<file path="src/rtl/sub_pkg.sv">
// rtl/sub_pkg.sv - shared state encoding and default width for the serial subtractor
package sub_pkg;

  typedef enum logic [1:0] {
    IDLE = 2'd0,
    RUN  = 2'd1,
    DONE = 2'd2
  } state_t;

  localparam int SUB_WIDTH = 8;

endpackage

</file>
<file path="src/rtl/full_sub_cell.sv">
// rtl/full_sub_cell.sv - combinational 1-bit full subtractor: d = x - y - z, bo = borrow out
module full_sub_cell (
  input  logic x,
  input  logic y,
  input  logic z,
  output logic d,
  output logic bo
);

  assign d  = x ^ y ^ z;
  assign bo = (~x & y) | (~x & z) | (y & z);

endmodule

</file>
<file path="src/rtl/serial_subtractor.sv">
// rtl/serial_subtractor.sv - bit-serial WIDTH-bit subtractor, LSB first, one full_sub_cell plus borrow flop
module serial_subtractor
  import sub_pkg::*;
#(
  parameter int WIDTH = SUB_WIDTH,
  parameter int CNT_W = $clog2(WIDTH)
) (
  input  logic             clk,
  input  logic             rst,
  input  logic             start,
  input  logic [WIDTH-1:0] a,
  input  logic [WIDTH-1:0] b,
  input  logic             bin,
  output logic             busy,
  output logic             done,
  output logic [WIDTH-1:0] diff,
  output logic             borrow_out
);

  localparam logic [CNT_W-1:0] LAST = CNT_W'(WIDTH - 1);

  state_t           state;
  logic [WIDTH-1:0] sa;
  logic [WIDTH-1:0] sb;
  logic [WIDTH-1:0] res;
  logic             brw;
  logic [CNT_W-1:0] cnt;
  logic             cell_d;
  logic             cell_bo;

  full_sub_cell u_cell (
    .x  (sa[0]),
    .y  (sb[0]),
    .z  (brw),
    .d  (cell_d),
    .bo (cell_bo)
  );

  // diff/borrow_out are written only on the last RUN edge so partial sums never leak out
  always_ff @(posedge clk or posedge rst) begin
    if (rst) begin
      state      <= IDLE;
      sa         <= '0;
      sb         <= '0;
      res        <= '0;
      brw        <= 1'b0;
      cnt        <= '0;
      busy       <= 1'b0;
      done       <= 1'b0;
      diff       <= '0;
      borrow_out <= 1'b0;
    end else begin
      case (state)
        IDLE: begin
          done <= 1'b0;
          if (start) begin
            sa    <= a;
            sb    <= b;
            brw   <= bin;
            cnt   <= '0;
            res   <= '0;
            busy  <= 1'b1;
            state <= RUN;
          end
        end
        RUN: begin
          sa  <= sa >> 1;
          sb  <= sb >> 1;
          brw <= cell_bo;
          res <= {cell_d, res[WIDTH-1:1]};
          cnt <= cnt + CNT_W'(1);
          if (cnt == LAST) begin
            diff       <= {cell_d, res[WIDTH-1:1]};
            borrow_out <= cell_bo;
            done       <= 1'b1;
            state      <= DONE;
          end
        end
        DONE: begin
          done  <= 1'b0;
          busy  <= 1'b0;
          state <= IDLE;
        end
        default: begin
          done  <= 1'b0;
          busy  <= 1'b0;
          state <= IDLE;
        end
      endcase
    end
  end

endmodule

</file>
<file path="config.mk">
export PLATFORM = sky130hd
export DESIGN_NAME = serial_subtractor
export DESIGN_NICKNAME = d
export VERILOG_FILES = /design/src/rtl/sub_pkg.sv /design/src/rtl/full_sub_cell.sv /design/src/rtl/serial_subtractor.sv
export SDC_FILE = /design/constraint.sdc
export NUM_CORES = 1
export LEC_CHECK = 0
export ABC_AREA = 0
export BUFFER_PORTS_ARGS = -buffer_cell sky130_fd_sc_hd__buf_4
export CAP_MARGIN = 10
export CORE_ASPECT_RATIO = 0.75
export CORE_MARGIN = 2
export CORE_UTILIZATION = 55
export DETAILED_ROUTE_END_ITERATION = 8
export PLACE_DENSITY = 0.78
export SYNTH_ARGS = -nofsm -noshare
export SYNTH_HDL_FRONTEND = slang
export SYNTH_SLANG_ARGS = --single-unit
</file>
<file path="constraint.sdc">
create_clock -name clk -period 2.8 [get_ports clk]
set_clock_uncertainty 0.2 [all_clocks]
set_input_delay 0 -clock clk [delete_from_list [all_inputs] [get_ports clk]]
set_output_delay 0 -clock clk [all_outputs]
set_load 0.05 [all_outputs]
</file>
==> results of run 1 <==
==> Yosys cell counts, types with 2 or more instances <==
cell type | instances | area (um2)
nand2_1 | 6 | 22.52
buf_2 | 3 | 15.01
o221a_2 | 2 | 22.52
mux2_4 | 7 | 105.1
nor3b_1 | 7 | 52.55
nor3_1 | 6 | 30.03
o21ai_0 | 7 | 35.03
ha_1 | 2 | 25.02
buf_6 | 2 | 22.52
a22o_1 | 8 | 70.07
o22a_1 | 6 | 52.55
a221oi_1 | 5 | 43.79
inv_1 | 10 | 37.54
buf_4 | 3 | 22.52
dfrtp_1 | 40 | 1001
a21oi_1 | 9 | 45.04
nor2b_1 | 7 | 43.79
nand3b_1 | 2 | 15.01
nor2_1 | 4 | 15.01
==> flip-flops by register name, summed over array words and instances (netlist names) <==
name        flops
borrow_out      1
busy            1
sb              8
cnt             3
diff            8
sa              8
state           2
brw             1
done            1
res             7
==> kinds of logic after synthesis <==
| logic type | count (synthesis) |
|---|---|
| AO/OA/AOI/OAI | 40 |
| adder cells (fa/ha/maj) | 3 |
| buffers and inverters | 19 |
| flip-flops | 40 |
| multiplexers | 8 |
| AND/OR/NAND/NOR | 37 |
==> cell type report <==
class / instances / area share [%]
multi-input cells: 88 / 28.60
clock inverters: 1 / 1.257
inverters: 10 / 1.572
clock buffers: 7 / 4.034
well taps: 38 / 1.991
flip-flops and latches: 40 / 41.91
repair buffers: 57 / 20.64
==> metrics by stage <==
| stage | total power [uW] | cell area, um2 | setup slack, ns | util (%) | cells |
|---|---|---|---|---|---|
| after global routing | 2828 | 2389 | 0.4488 | 78.53 | 241 |
| after floorplan | 1866 | 1802 | 1.170 | - | 147 |
| after CTS | 2672 | 2389 | 0.5991 | 78.53 | 241 |
| after detailed placement | 2117 | 2002 | 0.8328 | 65.82 | 207 |
| final | 2685 | 2389 | 0.5365 | 78.53 | 241 |
| after global placement | 2081 | 2002 | 0.8858 | 65.82 | 207 |
==> metal layers <==
metal / track usage, % / wire length (um) / up-vias
li1: - / - / 638
met1: 34.03 / 1857 / 686
met2: 38.25 / 1877 / 62
met3: 6.742 / 296 / 8
met4: 9.295 / 57 / 0
met5: 0 / 0 / -
==> worst register-to-register path, delay by kind of cell (launching register included) <==
kind	cells	cell delay, ns
flip-flops	1	0.66
AO/OA/AOI/OAI	1	0.13
buffers and inverters	1	0.58
AND/OR/NAND/NOR	2	0.58
==> how the worst max path moves through the flow <==
stage	depth (start not counted)	end	slack, ns
floorplan	5	diff[0]$_DFFE_PP0P_	1.17
global placement	2	borrow_out$_DFFE_PP0P_	0.89
detailed placement	2	borrow_out$_DFFE_PP0P_	0.83
CTS	4	sa[6]$_DFFE_PP0P_	0.60
global route	4	sb[6]$_DFFE_PP0P_	0.45
finish	4	sb[6]$_DFFE_PP0P_	0.54
==> what timing repair did <==
item | in CTS | in global routing
endpoints found under the hold margin | 58 | 0
hold buffers | 26 | 0
buffers inserted | 0 | 0
resized for setup | 0 | 0
==> report_power, final <==
part	leakage, uW	switching, uW	internal (uW)
clock	0.0000645	205	315
sequential	0.000493	206	839
combinational	0.000578	625	495
==> results.json, run 1 <==
{
  "setup-tns-final_ns": 0,
  "grt-ovfl-total": 0,
  "min_period_ns": 2.264,
  "antenna_cells": 0,
  "final_common_cell": "dfrtp_1",
  "grt_pass1_vias": 1376,
  "whs_ns": 0.1641,
  "fmaxAchievable_mhz": 441.8,
  "grt_usage_pct": 24.69,
  "multi_input_comb_area_um2": 683.2,
  "cp_slowest_cell": "dfrtp_1",
  "final_cell_mix": "dfrtp_1, buf_4, dlygate4sd3_1",
  "p_leak_uw": 0.001136,
  "layout.nets": 225,
  "chipHeight_um": 53.57,
  "cp_data_arrival_time_ns": 2.25,
  "io_pins": 31,
  "async_flop_share_pct": 100.0,
  "max_cap_violations": 0,
  "syn_area_per_cell_um2": 12.26,
  "crit_type": "flip-flop to flip-flop",
  "rsz0062_at_grt": "no",
  "crit_required_ns": 2.79,
  "seq_area_um2": 1001,
  "cp_max_fo": 24,
  "syn_nets": 170,
  "worst_pin_slew_ns": 0.7658,
  "r2r_setup_slack_ns": 0.54,
  "synth_warnings": 0,
  "rr_worst_depth": 4,
  "area_growth_pct": 32.57,
  "vdd_ir_drop_max_uv": 648.3,
  "cts.sinks": 40,
  "final.period_utilization_pct": 80.84,
  "grt_max_degree": 41,
  "pwr_density_cell_nw_per_um2": 1124,
  "synth_edf_count": 0,
  "drtPass1Iterations": 4,
  "synth_seq_cells": 40,
  "place.gp.congestion": 0.7892,
  "critical-path-max-stage-delay_ns": 0.66,
  "cts-root-buf": "clkbuf_8",
  "outcome": "complete, no violations",
  "syn-instance-count": 147,
  "die_area_um2": 3754,
  "synthAdderAreaFrac_pct": 2.500,
  "worstHoldPathType": "input port to async pin",
  "yosys-mux-area-fraction_pct": 6.458,
  "synth_compound_area_share_pct": 16.39,
  "drc_errors": 0,
  "dpl.hpwl_mm": 2.400,
  "synth_xor_area_share_pct": 0,
  "cp_num_buf_inv": 1,
  "layout-drive-gt1-share_pct": 26.60,
  "r2r-start": "state[0]$_DFFE_PP0P_",
  "htreeDepth": 2,
  "antenna_found_initial": 0,
  "r2r-end": "sb[6]$_DFFE_PP0P_",
  "routed_wl_mm": 4.088,
  "finalMaxSlewViolations": 0,
  "crit_chain": "nor2_2, nand3b_1, dlygate4sd3_1, o221a_2",
  "syn_area_um2": 1802,
  "rows": 17,
  "viasPerCell": 5.784,
  "vias": 1394,
  "routedWlPerCell_um": 16.96,
  "final_hold_viol_count": 0,
  "clk_pin_slew_ns": 0.08,
  "setup_violations": 0,
  "die_w_um": 70.09,
  "max-slew-margin-rel_pct": 48.94,
  "cp-startpoint": "state[0]$_DFFE_PP0P_",
  "synth_top_family_by_area": "compound AO/OA/AOI/OAI gates",
  "start_util_pct": 59.23,
  "cts_buffers": 5,
  "path_delay_family": "flip-flops",
  "io_buffers": 30,
  "ys_seq_area_share_pct": 55.56,
  "ys_types": 30,
  "synthSimpleGateAreaFrac_pct": 12.57,
  "num-fill-cells": 177,
  "drt-initial-drc-count": 90,
  "ys.flop_type": "dfrtp_1",
  "grt_pass1_wl_mm": 6.886,
  "tritoncts": "done",
  "endpoint_kind": "flip-flop",
  "cts_buffer_depth": 2,
  "ant_nets": 0,
  "cp-start-kind": "flip-flop",
  "clkLatencyLatePin_ns": 0.30,
  "coreArea_um2": 3042
}
Note: power is estimated with default switching activity, not from simulation.
==> run 2: changes to the inputs <==
--- a/config.mk
+++ b/config.mk
@@ -5,7 +5,7 @@
 export SDC_FILE = /design/constraint.sdc
 export NUM_CORES = 1
 export LEC_CHECK = 0
-export ABC_AREA = 0
+export ABC_AREA = 1
 export BUFFER_PORTS_ARGS = -buffer_cell sky130_fd_sc_hd__buf_4
 export CAP_MARGIN = 10
 export CORE_ASPECT_RATIO = 0.75
==> constraint.sdc (replaced) <==
create_clock -name clk -period 2.3 [get_ports clk]
set_clock_uncertainty 0.2 [all_clocks]
set_input_delay 0 -clock clk [delete_from_list [all_inputs] [get_ports clk]]
set_output_delay 0 -clock clk [all_outputs]
set_load 0.05 [all_outputs]
==> results.json, run 2 <==
{
  "htreeDepth": 2,
  "cts-root-buf": "clkbuf_8",
  "syn_nets": 248,
  "ys_top_cells_by_count": "nand2_1, nand3_1, dfrtp_1",
  "syn_area_um2": 1902,
  "grt-ovfl-total": 0,
  "worst_pin_slew_ns": 0.4947,
  "final_common_cell": "nand2_1",
  "final_cell_mix": "nand2_1, nand3_1, dfrtp_1",
  "viasPerCell": 4.975,
  "p_total_uw": 3346,
  "ys.flop_type": "dfrtp_1",
  "internal_power_uw": 1853,
  "p_leak_uw": 0.001296,
  "tritoncts": "done",
  "synth.most_common_cell": "nand2_1",
  "critical-path-max-stage-delay_ns": 0.40,
  "vias": 1567,
  "synthTopCellsByArea": "dfrtp_1, nand3_1, nand2_1",
  "cp_max_fo": 23,
  "cts_setup_buffers": 0,
  "coreArea_um2": 3288,
  "cp_slowest_cell": "dfrtp_1",
  "layout-drive-gt1-share_pct": 21.45,
  "drc_errors": 0,
  "drt-initial-drc-count": 99,
  "rsz0062_at_grt": "no",
  "clk_pin_slew_ns": 0.07,
  "start_util_pct": 57.84,
  "layout.nets": 297,
  "die_area_um2": 3949,
  "io_buffers": 30,
  "pwr_density_cell_nw_per_um2": 1386,
  "grt_pass1_vias": 1572,
  "ant_nets": 0,
  "crit_type": "flip-flop to flip-flop",
  "num-fill-cells": 257,
  "combPwrFrac_pct": 48.8,
  "outcome": "complete, no violations",
  "synth_top_area_cell": "dfrtp_1",
  "die_w_um": 71.90,
  "p_switching_uw": 1493,
  "syn_area_per_cell_um2": 8.453,
  "area_growth_pct": 26.97,
  "vdd_ir_drop_max_uv": 844.1,
  "grt_usage_pct": 23.70,
  "chipHeight_um": 54.93,
  "ys_seq_area_share_pct": 52.63,
  "final_hold_viol_count": 0,
  "p_clk_share_pct": 14.3,
  "synth_top_cell_area_share_pct": 52.63,
  "routed_wl_mm": 3.937,
  "drtPass1Iterations": 4,
  "grt_max_degree": 41,
  "antenna_cells": 0,
  "place.gp.congestion": 0.7676,
  "setup-tns-final_ns": 0,
  "io_pins": 31,
  "cts_buffers": 5,
  "synth_warnings": 0,
  "syn-instance-count": 225,
  "finalMaxSlewViolations": 0,
  "max_cap_violations": 0,
  "async_flop_share_pct": 100.0,
  "multi_input_comb_area_um2": 670.6,
  "cp_data_arrival_time_ns": 1.81,
  "fmaxAchievable_mhz": 561.9,
  "cp-start-kind": "flip-flop",
  "ys_types": 18,
  "grt_pass1_wl_mm": 6.941,
  "synth_seq_cells": 40,
  "rows": 18,
  "dpl.hpwl_mm": 2.400,
  "reg_top3": "diff x8, sa x8, sb x8",
  "cts.sinks": 40,
  "clkLatencyLatePin_ns": 0.29,
  "max-slew-margin-rel_pct": 67.02,
  "crit_chain": "inv_2, nand2_4, nand2_2, nand3_1, nand2_1",
  "final.period_utilization_pct": 77.38,
  "synth_edf_count": 0,
  "worstHoldPathType": "input port to flip-flop",
  "routedWlPerCell_um": 12.50,
  "setup_violations": 0,
  "p_seq_share_pct": 36.9,
  "min_period_ns": 1.780,
  "cts_buffer_depth": 2,
  "endpoint_kind": "flip-flop",
  "antenna_found_initial": 0,
  "power.share.switching_pct": 44.61,
  "crit_required_ns": 2.33,
  "seq_area_um2": 1001
}
run 2: what timing repair did:
action / 4_1_cts / 5_1_grt
hold buffers: 19 / 0
hold endpoints to repair: 57 / 0
resized for setup: 0 / 0
setup endpoints to repair: 0 / 0
run 2: power groups by stage:
stage	clock [uW]	combinational, uW	sequential [uW]
after global routing	513	1830	1280
after global placement	0	1560	1230
after CTS	491	1650	1230
after detailed placement	0	1610	1230
after floorplan	0	944	1510
final	480	1630	1230
run 2: per-layer routing:
layer  track usage (%)  vias up  wire [um]
li1                  -      797          -
met1             31.33      717       1895
met2             38.73       45       1773
met3             5.254        8        206
met4             10.06        0         62
met5                 0        -          0
run 2: cells by family after synthesis:
group,after synthesis,synth area share (%)
simple gates,111,26.32
buf+inv,52,12.10
flops,40,52.63
compound gates,19,6.579
fa+ha+maj,3,2.368
run 2: through the flow:
stage	worst slack (ns)	utilization, %	hold WS [ns]	instance area, um2	cells
5_1_grt	0.3515	73.44	0.06194	2415	315
4_1_cts	0.5160	73.44	0.03265	2415	315
6_report	0.5202	73.44	0.04111	2415	315
2_1_floorplan	0.8366	-	-0.07340	1902	225
3_5_place_dp	0.5283	64.92	-0.04257	2135	288
3_3_place_gp	0.5850	64.92	-0.04540	2135	288
run 2: path summary, 6_finish.rpt:
path | from | to | slack (ns) | depth (start not counted)
setup / recovery | state[1]$_DFFE_PP0P_ | sb[2]$_DFFE_PP0P_ | 0.52 | 5
hold / removal | start | cnt[2]$_DFFE_PP0P_ | 0.04 | 5
setup reg to reg | state[1]$_DFFE_PP0P_ | sb[2]$_DFFE_PP0P_ | 0.52 | 5
hold reg to reg | diff[7]$_DFFE_PP0P_ | diff[7]$_DFFE_PP0P_ | 0.28 | 2
max in group asynchronous | rst | diff[4]$_DFFE_PP0P_ | 1.38 | 4
min in group asynchronous | rst | state[0]$_DFFE_PP0P_ | 0.18 | 4
run 2: critical path: cells and delay by family, from the launching register on:
family                 cells  cell delay [ns]
AND/OR/NAND/NOR            4             0.85
buffers and inverters      1             0.26
flip-flops                 1             0.40
run 2: cell type report:
cell class,instances,share of cell area (%)
clock buffer,8,3.731
inverter,40,6.218
multi-input combinational,133,27.77
sequential,40,41.45
tap,40,2.073
timing repair buffer,54,18.76
